`src/rtl/vga_pkg.sv`:
```
`default_nettype none
// ============================================================================
// Module   : vga_pkg
// Purpose  : Shared types, default 640x480@60 timing constants and helpers
//            for computing the total line and frame lengths.
// Contents : coord_t      - 11-bit pixel coordinate
//            *_DEF        - default porch / sync / active widths
//            calc_h_total - pixels per line including blanking
//            calc_v_total - lines per frame including blanking
// Revision : 1.0 - initial release
// ============================================================================
package vga_pkg;

    typedef logic [10:0] coord_t;

    // Largest total that still fits in coord_t.
    localparam int COORD_MAX = 2047;

    localparam int H_ACTIVE_DEF = 640;
    localparam int H_FP_DEF     = 16;
    localparam int H_SYNC_DEF   = 96;
    localparam int H_BP_DEF     = 48;

    localparam int V_ACTIVE_DEF = 480;
    localparam int V_FP_DEF     = 10;
    localparam int V_SYNC_DEF   = 2;
    localparam int V_BP_DEF     = 33;

    function automatic int calc_h_total(input int active, input int fp,
                                        input int sync, input int bp);
        return active + fp + sync + bp;
    endfunction

    function automatic int calc_v_total(input int active, input int fp,
                                        input int sync, input int bp);
        return active + fp + sync + bp;
    endfunction

endpackage : vga_pkg
`default_nettype wire

```
`src/rtl/vga_pix_div.sv`:
```
`default_nettype none
// ============================================================================
// Module   : vga_pix_div
// Purpose  : Divide-by-two pixel clock-enable. The enable is low out of
//            reset, goes high after the first rising edge, and then toggles,
//            so the first enabled edge is the second one after release.
// Ports    : clk      - system clock
//            rst_n    - asynchronous active-low reset
//            pix_tick - registered clock-enable, high every second clk
// Revision : 1.0 - initial release
// ============================================================================
module vga_pix_div (
    input  logic clk,
    input  logic rst_n,
    output logic pix_tick
);

    logic div_q;
    logic div_d;

    always_comb begin
        div_d = ~div_q;
    end

    always_ff @(posedge clk or negedge rst_n) begin
        if (!rst_n) begin
            div_q <= 1'b0;
        end else begin
            div_q <= div_d;
        end
    end

    assign pix_tick = div_q;

endmodule : vga_pix_div
`default_nettype wire

```
`src/rtl/vga_timing.sv`:
```
`default_nettype none
// ============================================================================
// Module   : vga_timing
// Purpose  : VGA raster timing generator. Walks a pixel/line counter pair
//            over the full total raster and produces registered coordinates,
//            video_on, sync strobes and line/frame start pulses.
// Ports    : clk         - system clock, all state changes on rising edge
//            rst_n       - asynchronous active-low reset
//            pix_tick    - pixel clock-enable (1 every clk, or every second
//                          clk when VGA_PIXDIV_EN is defined)
//            pix_x/pix_y - current column / row, unclamped
//            video_on    - inside the visible area
//            hsync/vsync - sync strobes, asserted level = SYNC_POL
//            line_start  - one-clk pulse when pix_x becomes 0
//            frame_start - one-clk pulse when pix_x and pix_y become 0
// Macro    : VGA_PIXDIV_EN - enables the divide-by-two pixel enable
// Revision : 1.0 - initial release
// ============================================================================
module vga_timing
    import vga_pkg::*;
#(
    parameter int   H_ACTIVE = H_ACTIVE_DEF,
    parameter int   H_FP     = H_FP_DEF,
    parameter int   H_SYNC   = H_SYNC_DEF,
    parameter int   H_BP     = H_BP_DEF,
    parameter int   V_ACTIVE = V_ACTIVE_DEF,
    parameter int   V_FP     = V_FP_DEF,
    parameter int   V_SYNC   = V_SYNC_DEF,
    parameter int   V_BP     = V_BP_DEF,
    parameter logic SYNC_POL = 1'b0
) (
    input  logic   clk,
    input  logic   rst_n,
    output logic   pix_tick,
    output coord_t pix_x,
    output coord_t pix_y,
    output logic   video_on,
    output logic   hsync,
    output logic   vsync,
    output logic   line_start,
    output logic   frame_start
);

    localparam int H_TOTAL = calc_h_total(H_ACTIVE, H_FP, H_SYNC, H_BP);
    localparam int V_TOTAL = calc_v_total(V_ACTIVE, V_FP, V_SYNC, V_BP);

    localparam coord_t H_LAST   = coord_t'(H_TOTAL - 1);
    localparam coord_t V_LAST   = coord_t'(V_TOTAL - 1);
    localparam coord_t H_VIS    = coord_t'(H_ACTIVE);
    localparam coord_t V_VIS    = coord_t'(V_ACTIVE);
    localparam coord_t HS_START = coord_t'(H_ACTIVE + H_FP);
    localparam coord_t HS_END   = coord_t'(H_ACTIVE + H_FP + H_SYNC);
    localparam coord_t VS_START = coord_t'(V_ACTIVE + V_FP);
    localparam coord_t VS_END   = coord_t'(V_ACTIVE + V_FP + V_SYNC);

    generate
        if (H_TOTAL > COORD_MAX || V_TOTAL > COORD_MAX) begin : g_bad_total
            $error("vga_timing: H_TOTAL/V_TOTAL exceed 2047");
        end
        if (H_ACTIVE <= 0 || H_FP <= 0 || H_SYNC <= 0 || H_BP <= 0 ||
            V_ACTIVE <= 0 || V_FP <= 0 || V_SYNC <= 0 || V_BP <= 0) begin : g_bad_width
            $error("vga_timing: timing widths must be non-zero");
        end
    endgenerate

    // ------------------------------------------------------------------
    // Pixel clock-enable source
    // ------------------------------------------------------------------
`ifdef VGA_PIXDIV_EN
    vga_pix_div u_pix_div (
        .clk      (clk),
        .rst_n    (rst_n),
        .pix_tick (pix_tick)
    );
`else
    assign pix_tick = 1'b1;
`endif

    // ------------------------------------------------------------------
    // Counters and registered outputs
    // ------------------------------------------------------------------
    coord_t h_cnt_q, h_cnt_d;
    coord_t v_cnt_q, v_cnt_d;
    coord_t pix_x_q, pix_x_d;
    coord_t pix_y_q, pix_y_d;
    logic   video_on_q, video_on_d;
    logic   hsync_q, hsync_d;
    logic   vsync_q, vsync_d;
    logic   line_start_q, line_start_d;
    logic   frame_start_q, frame_start_d;

    coord_t h_next;
    coord_t v_next;

    always_comb begin
        // Next raster position if this edge is a pixel edge.
        h_next = (h_cnt_q == H_LAST) ? '0 : h_cnt_q + coord_t'(1);
        v_next = v_cnt_q;
        if (h_cnt_q == H_LAST) begin
            v_next = (v_cnt_q == V_LAST) ? '0 : v_cnt_q + coord_t'(1);
        end

        h_cnt_d       = h_cnt_q;
        v_cnt_d       = v_cnt_q;
        pix_x_d       = pix_x_q;
        pix_y_d       = pix_y_q;
        video_on_d    = video_on_q;
        hsync_d       = hsync_q;
        vsync_d       = vsync_q;
        line_start_d  = 1'b0;
        frame_start_d = 1'b0;

        // Every output is decoded from the same next counter value and
        // registered in the same stage, so they never skew against each other.
        if (pix_tick) begin
            h_cnt_d       = h_next;
            v_cnt_d       = v_next;
            pix_x_d       = h_next;
            pix_y_d       = v_next;
            video_on_d    = (h_next < H_VIS) && (v_next < V_VIS);
            hsync_d       = (h_next >= HS_START && h_next < HS_END) ? SYNC_POL : ~SYNC_POL;
            vsync_d       = (v_next >= VS_START && v_next < VS_END) ? SYNC_POL : ~SYNC_POL;
            line_start_d  = (h_next == '0);
            frame_start_d = (h_next == '0) && (v_next == '0);
        end
    end

    // Counters park at the last position so the first pixel edge after
    // reset lands exactly on (0,0) and fires both start pulses.
    always_ff @(posedge clk or negedge rst_n) begin
        if (!rst_n) begin
            h_cnt_q       <= H_LAST;
            v_cnt_q       <= V_LAST;
            pix_x_q       <= '0;
            pix_y_q       <= '0;
            video_on_q    <= 1'b0;
            hsync_q       <= ~SYNC_POL;
            vsync_q       <= ~SYNC_POL;
            line_start_q  <= 1'b0;
            frame_start_q <= 1'b0;
        end else begin
            h_cnt_q       <= h_cnt_d;
            v_cnt_q       <= v_cnt_d;
            pix_x_q       <= pix_x_d;
            pix_y_q       <= pix_y_d;
            video_on_q    <= video_on_d;
            hsync_q       <= hsync_d;
            vsync_q       <= vsync_d;
            line_start_q  <= line_start_d;
            frame_start_q <= frame_start_d;
        end
    end

    assign pix_x       = pix_x_q;
    assign pix_y       = pix_y_q;
    assign video_on    = video_on_q;
    assign hsync       = hsync_q;
    assign vsync       = vsync_q;
    assign line_start  = line_start_q;
    assign frame_start = frame_start_q;

endmodule : vga_timing
`default_nettype wire

```
`config.mk`:
```
export PLATFORM = sky130hd
export DESIGN_NAME = vga_timing
export DESIGN_NICKNAME = d
export VERILOG_FILES = /design/src/rtl/vga_pkg.sv /design/src/rtl/vga_pix_div.sv /design/src/rtl/vga_timing.sv
export SDC_FILE = /design/constraint.sdc
export NUM_CORES = 1
export LEC_CHECK = 0
export ABC_CLOCK_PERIOD_IN_PS = 3000
export CAP_MARGIN = 20
export CORE_MARGIN = 3
export CORE_UTILIZATION = 50
export DETAILED_ROUTE_END_ITERATION = 10
export GPL_TIMING_DRIVEN = 0
export PLACE_DENSITY = 0.74
export SLEW_MARGIN = 20
export SYNTH_ARGS = -nofsm -noshare
export SYNTH_HDL_FRONTEND = slang
export SYNTH_SLANG_ARGS = --single-unit
```
`constraint.sdc`:
```
create_clock -name clk -period 3 [get_ports clk]
set_clock_uncertainty 0.05 [all_clocks]
set_input_delay 0.75 -clock clk [delete_from_list [all_inputs] [get_ports clk]]
set_output_delay 0.75 -clock clk [all_outputs]
set_load 0.02 [all_outputs]
```
== After elaboration in Yosys (flattened, before gate mapping) ==
Index checks and enable logic that the tools add are counted.

* Flip-flop bits (word level): 49
* Latch bits: 0
* Bits in writable memories: 0
* ROM bits: 0
* Input bits: 2
* Output and inout port bits: 28
* Memories: 0

* $add $sub $neg: 2
* Multipliers: 0
* Div/mod/pow operators: 0
* Magnitude comparators: 6
* Eq/ne operators: 2
* Shift-type cells: 0
* Multiplexer cells: 5
* Bitwise gates (word level): 0
* Reduce and logical (&&, ||, !) cells: 6

{| class="wikitable"
|+ Operators by type and width
! operator !! count
|-
| $mux W11 || 3
|-
| $add A11 B1 Y11 const B || 2
|-
| $eq A11 B10 Y1 const B || 2
|-
| $logic_not A11 Y1 || 2
|-
| $lt A11 B10 Y1 const B || 2
|-
| $lt A11 B9 Y1 const B || 2
|-
| $ge A11 B10 Y1 const B || 1
|-
| $ge A11 B9 Y1 const B || 1
|-
| $logic_and A1 B1 Y1 || 4
|-
| $mux W1 || 2
|}

== Longest topological paths before layout ==
* Depth in word-level cells: 6
* Depth in mapped cells: 8
* Gate-level depth less buffers: 7

== Worst setup path after synthesis ==
OpenSTA, ideal clock, no wires.

* Path kind: register to register
* From: register h_cnt_q[0]
* To: register frame_start_q, in the netlist frame_start
* Arrival time: 1.962 ns
* Setup slack: 0.854 ns
* Stages on the path, launching flop included: 8
* Path buffers: 1
* Period minus slack after synthesis: 2.146 ns
* Path through: dfstp_2 > ha_1 > and4_1 > buf_2 > nand3_4 > or4_1 > o2111ai_1 > nor4b_2

* Longest elaborated chain between the ends: 4
* Elaborated cells between the ends (all ways): 7

{| class="wikitable"
|+ RTL lines
! element !! line !! text
|-
| start, declared || vga_timing.sv:82 || <nowiki>coord_t h_cnt_q, h_cnt_d;</nowiki>
|-
| start signal, assigned || vga_timing.sv:142 || <nowiki>h_cnt_q <= h_cnt_d;</nowiki>
|-
| $add A11 B1 Y11 / $eq A11 B10 Y1 (equally long branches) || vga_timing.sv:97, vga_timing.sv:99 ||
|-
| $mux W11, on equally long branches || vga_timing.sv:97, vga_timing.sv:99 ||
|-
| $logic_not A11 Y1 || vga_timing.sv:124 || <nowiki>frame_start_d = (h_next == '0) && (v_next == '0);</nowiki>
|-
| $logic_and A1 B1 Y1 (*) || vga_timing.sv:124 ||
|-
| via frame_start_d || vga_timing.sv:90 || <nowiki>logic frame_start_q, frame_start_d;</nowiki>
|-
| end signal, assigned || vga_timing.sv:150 || <nowiki>frame_start_q <= frame_start_d;</nowiki>
|-
| end, declared || vga_timing.sv:90 ||
|}

Mark *: on every way through the listed nets, which the timed path passes. The rest lies on a longest branch.

== Final worst setup path ==
Ends and elaborated chain as after synthesis.

==> results.toml <==
[clocking]
cts_tree = "built"
clock_path_buffers = 2
ctsResizeCount = 0
cts_made_buffers = 5
numClockSinks = 37
h-tree-depth = 2
clkTransAtPathRegs_ns = 0.07
postCtsSetupBuffers = 0
cts-root-buf = "clkbuf_8"
insertion_delay_ns = 0.29
hold_buffers = 0

[floorplan]
placementRows = 23
die_h_um = 71.7
core_mm2 = 0.00409
die-area_mm2 = 0.00514
initial_utilization = 0.528
io_pins = 30
die-width_um = 71.7

[worst_setup_path]
critPathKind = "flop to flop"
ff2ff_path_depth = 7
crit_slowest_cell = "dfstp_2"
r2r_start = "h_cnt_q[0]"
crit_top_cell = "and4_1"
startpoint_type = "flop"
worstPathArrival_ns = 2.56
critPathMaxFanout = 9
worstPathCellList = "ha_1, and4_1, buf_2, and4_1, xnor2_1, o2111ai_1, nor4b_2"
worstSetupEndpointType = "flop"
rr_endpoint = "frame_start"
cp.required_ns = 3.14
r2r_setup_slack_ns = 0.58
cpPeakStageDelay_ns = 0.56

[global_route]
grt.overflow.total = 0
grt_pass1_vias = 1673
grt_usage = 0.194
grt_pass1_wl_um = 7870
antenna_found_initial = 0
grt_max_degree = 21

[pwr]
irDropWorstVdd_mv = 0.244
power.density_mw_per_mm2 = 362
power.total_uw = 956
p_leak_nw = 1.09

[timing]
setup_tns_ns = 0
tightest_slew_ns = 0.537
final_hold_viol_count = 0
max_freq_mhz = 413
drv_slew = 0
period_share = 0.808
finalCriticalPeriod_ns = 2.42
worst_slack_ns = 0.576
rsz0062_at_grt = "no"
timing.slew.headroom = 0.641
setup_viol = 0

[detailed_routing]
num_vias = 1703
drc = 0
ant_nets = 0
wl_per_cell_um = 15.0
avgViaCountPerCell = 5.70
drtIter0Drc = 125
drtPass1Iterations = 4
drt-total-wl_um = 4480

[finish]
area_growth_pct = 22.3
layout.nets = 253
insertedDiodeCount = 0
fillers = 333
layout-drive-gt1-share = 0.209

[outcome]
outcome = "finished, final reports clean"

[logic_synthesis]
yosysTopAreaCellShare = 0.290
yosysMostFrequentCell = "dfrtp_1"
synthesis.area_mm2 = 0.00216
syn_inst = 212
synth_seq_cells = 37
synthTopCellsByCount = "dfrtp_1 (25), buf_4 (14), nor2_1 (14)"
synthDistinctLibCells = 59
syn_area_per_cell_um2 = 10.2
synthArstFlopShare = 1.00
synth-edff-count = 0
synth_top_area_cell = "dfrtp_1"
synth_ff_type = "dfrtp_1"
yosysWarningCount = 0
ys_seq_area_frac = 0.436
syn_nets = 217
synthTopCellsByArea = "dfrtp_1 (29%), dfstp_2 (15%), buf_4 (4.9%)"

[place]
preCtsSetupSlack_ns = 0.575
post-dp-hpwl_um = 3250
place.gp.congestion = 0.894
portBuffers = 28

[hold_path]
hold_path.class = "input port to asynchronous set/reset pin"

[job]
cap_violations = 0
cells in the final DEF, fill, tap and decap left out, drive strengths merged, types with 5 or more instances in the layout:
master / instances
buf: 20
clkbuf: 12
inv: 6
xnor2: 11
nand4: 6
dfrtp: 25
dfstp: 12
a21oi: 5
nand3: 15
xor2: 6
nand2: 13
nor2: 14
and4: 7
clkdlybuf4s50: 27
worst max-delay path: cells and delay by family (launching register included):
| family | cells | cell delay (ns) |
|---|---|---|
| buf+inv | 1 | 0.22 |
| flops | 1 | 0.56 |
| xor+xnor | 1 | 0.23 |
| simple gates | 3 | 0.80 |
| fa+ha+maj | 1 | 0.26 |
| compound gates | 1 | 0.20 |
metrics by stage:
step | hold WS [ns] | util | cells | area [um^2]
after detailed placement | 0.525 | 0.618 | 291 | 2520
after global placement | 0.510 | 0.612 | 290 | 2500
final | 0.360 | 0.646 | 299 | 2640
after global routing | 0.391 | 0.646 | 299 | 2640
after floorplan | 0.404 | - | 212 | 2160
after CTS | 0.373 | 0.646 | 299 | 2640
worst max path at each step:
stage | from | endpoint | slack, ns
2_1_floorplan | h_cnt_q[0] | frame_start | 0.85
3_3_place_gp | rst_n | pix_x[3] | 0.34
3_5_place_dp | h_cnt_q[0] | frame_start | 0.58
4_1_cts | h_cnt_q[0] | frame_start | 0.56
5_1_grt | h_cnt_q[1] | frame_start | 0.38
6_report | h_cnt_q[0] | frame_start | 0.58
state kept, by name, indices dropped and copies added, names as in the netlist:
name	flops
vsync	1
pix_y	11
line_start	1
h_cnt_q	8
pix_x	10
frame_start	1
v_cnt_q	3
video_on	1
hsync	1
layout make-up:
class | instances | area [um^2] | area share
clock buffer | 7 | 86.3 | 0.0327
timing repair buffer | 29 | 303 | 0.115
buffer | 23 | 144 | 0.0545
inverter | 6 | 22.5 | 0.00853
clock inverter | 1 | 30.0 | 0.0114
tap | 50 | 62.6 | 0.0237
sequential | 37 | 941 | 0.356
multi-input combinational | 146 | 1050 | 0.398
power by group:
group / total [mW] / switching, mW / internal [mW]
Combinational: 0.0161 / 0.0111 / 0.00495
Clock: 0.440 / 0.169 / 0.271
Sequential: 0.499 / 0 / 0.499
cell families (layout without fill, tap and decap cells):
kind of cell | Yosys count | in the layout | share of synthesized area
AOI/OAI and AO/OA | 30 | 30 | 0.108
buffers and inverters | 29 | 66 | 0.0771
and+or+nand+nor | 93 | 93 | 0.281
DFF | 37 | 37 | 0.436
xor gates and xnor gates | 17 | 17 | 0.0690
adders and majority gates | 3 | 3 | 0.0174
other | 1 | 1 | 0.00174
muxes | 2 | 2 | 0.00985
metal layers:
metal	up-vias	GRT usage	wire length, um
met1	803	0.275	2060
met5	-	0	0
li1	835	-	-
met2	59	0.292	2080
met3	6	0.0435	278
met4	0	0.0710	55
Note: power is estimated with default switching activity, not from simulation.
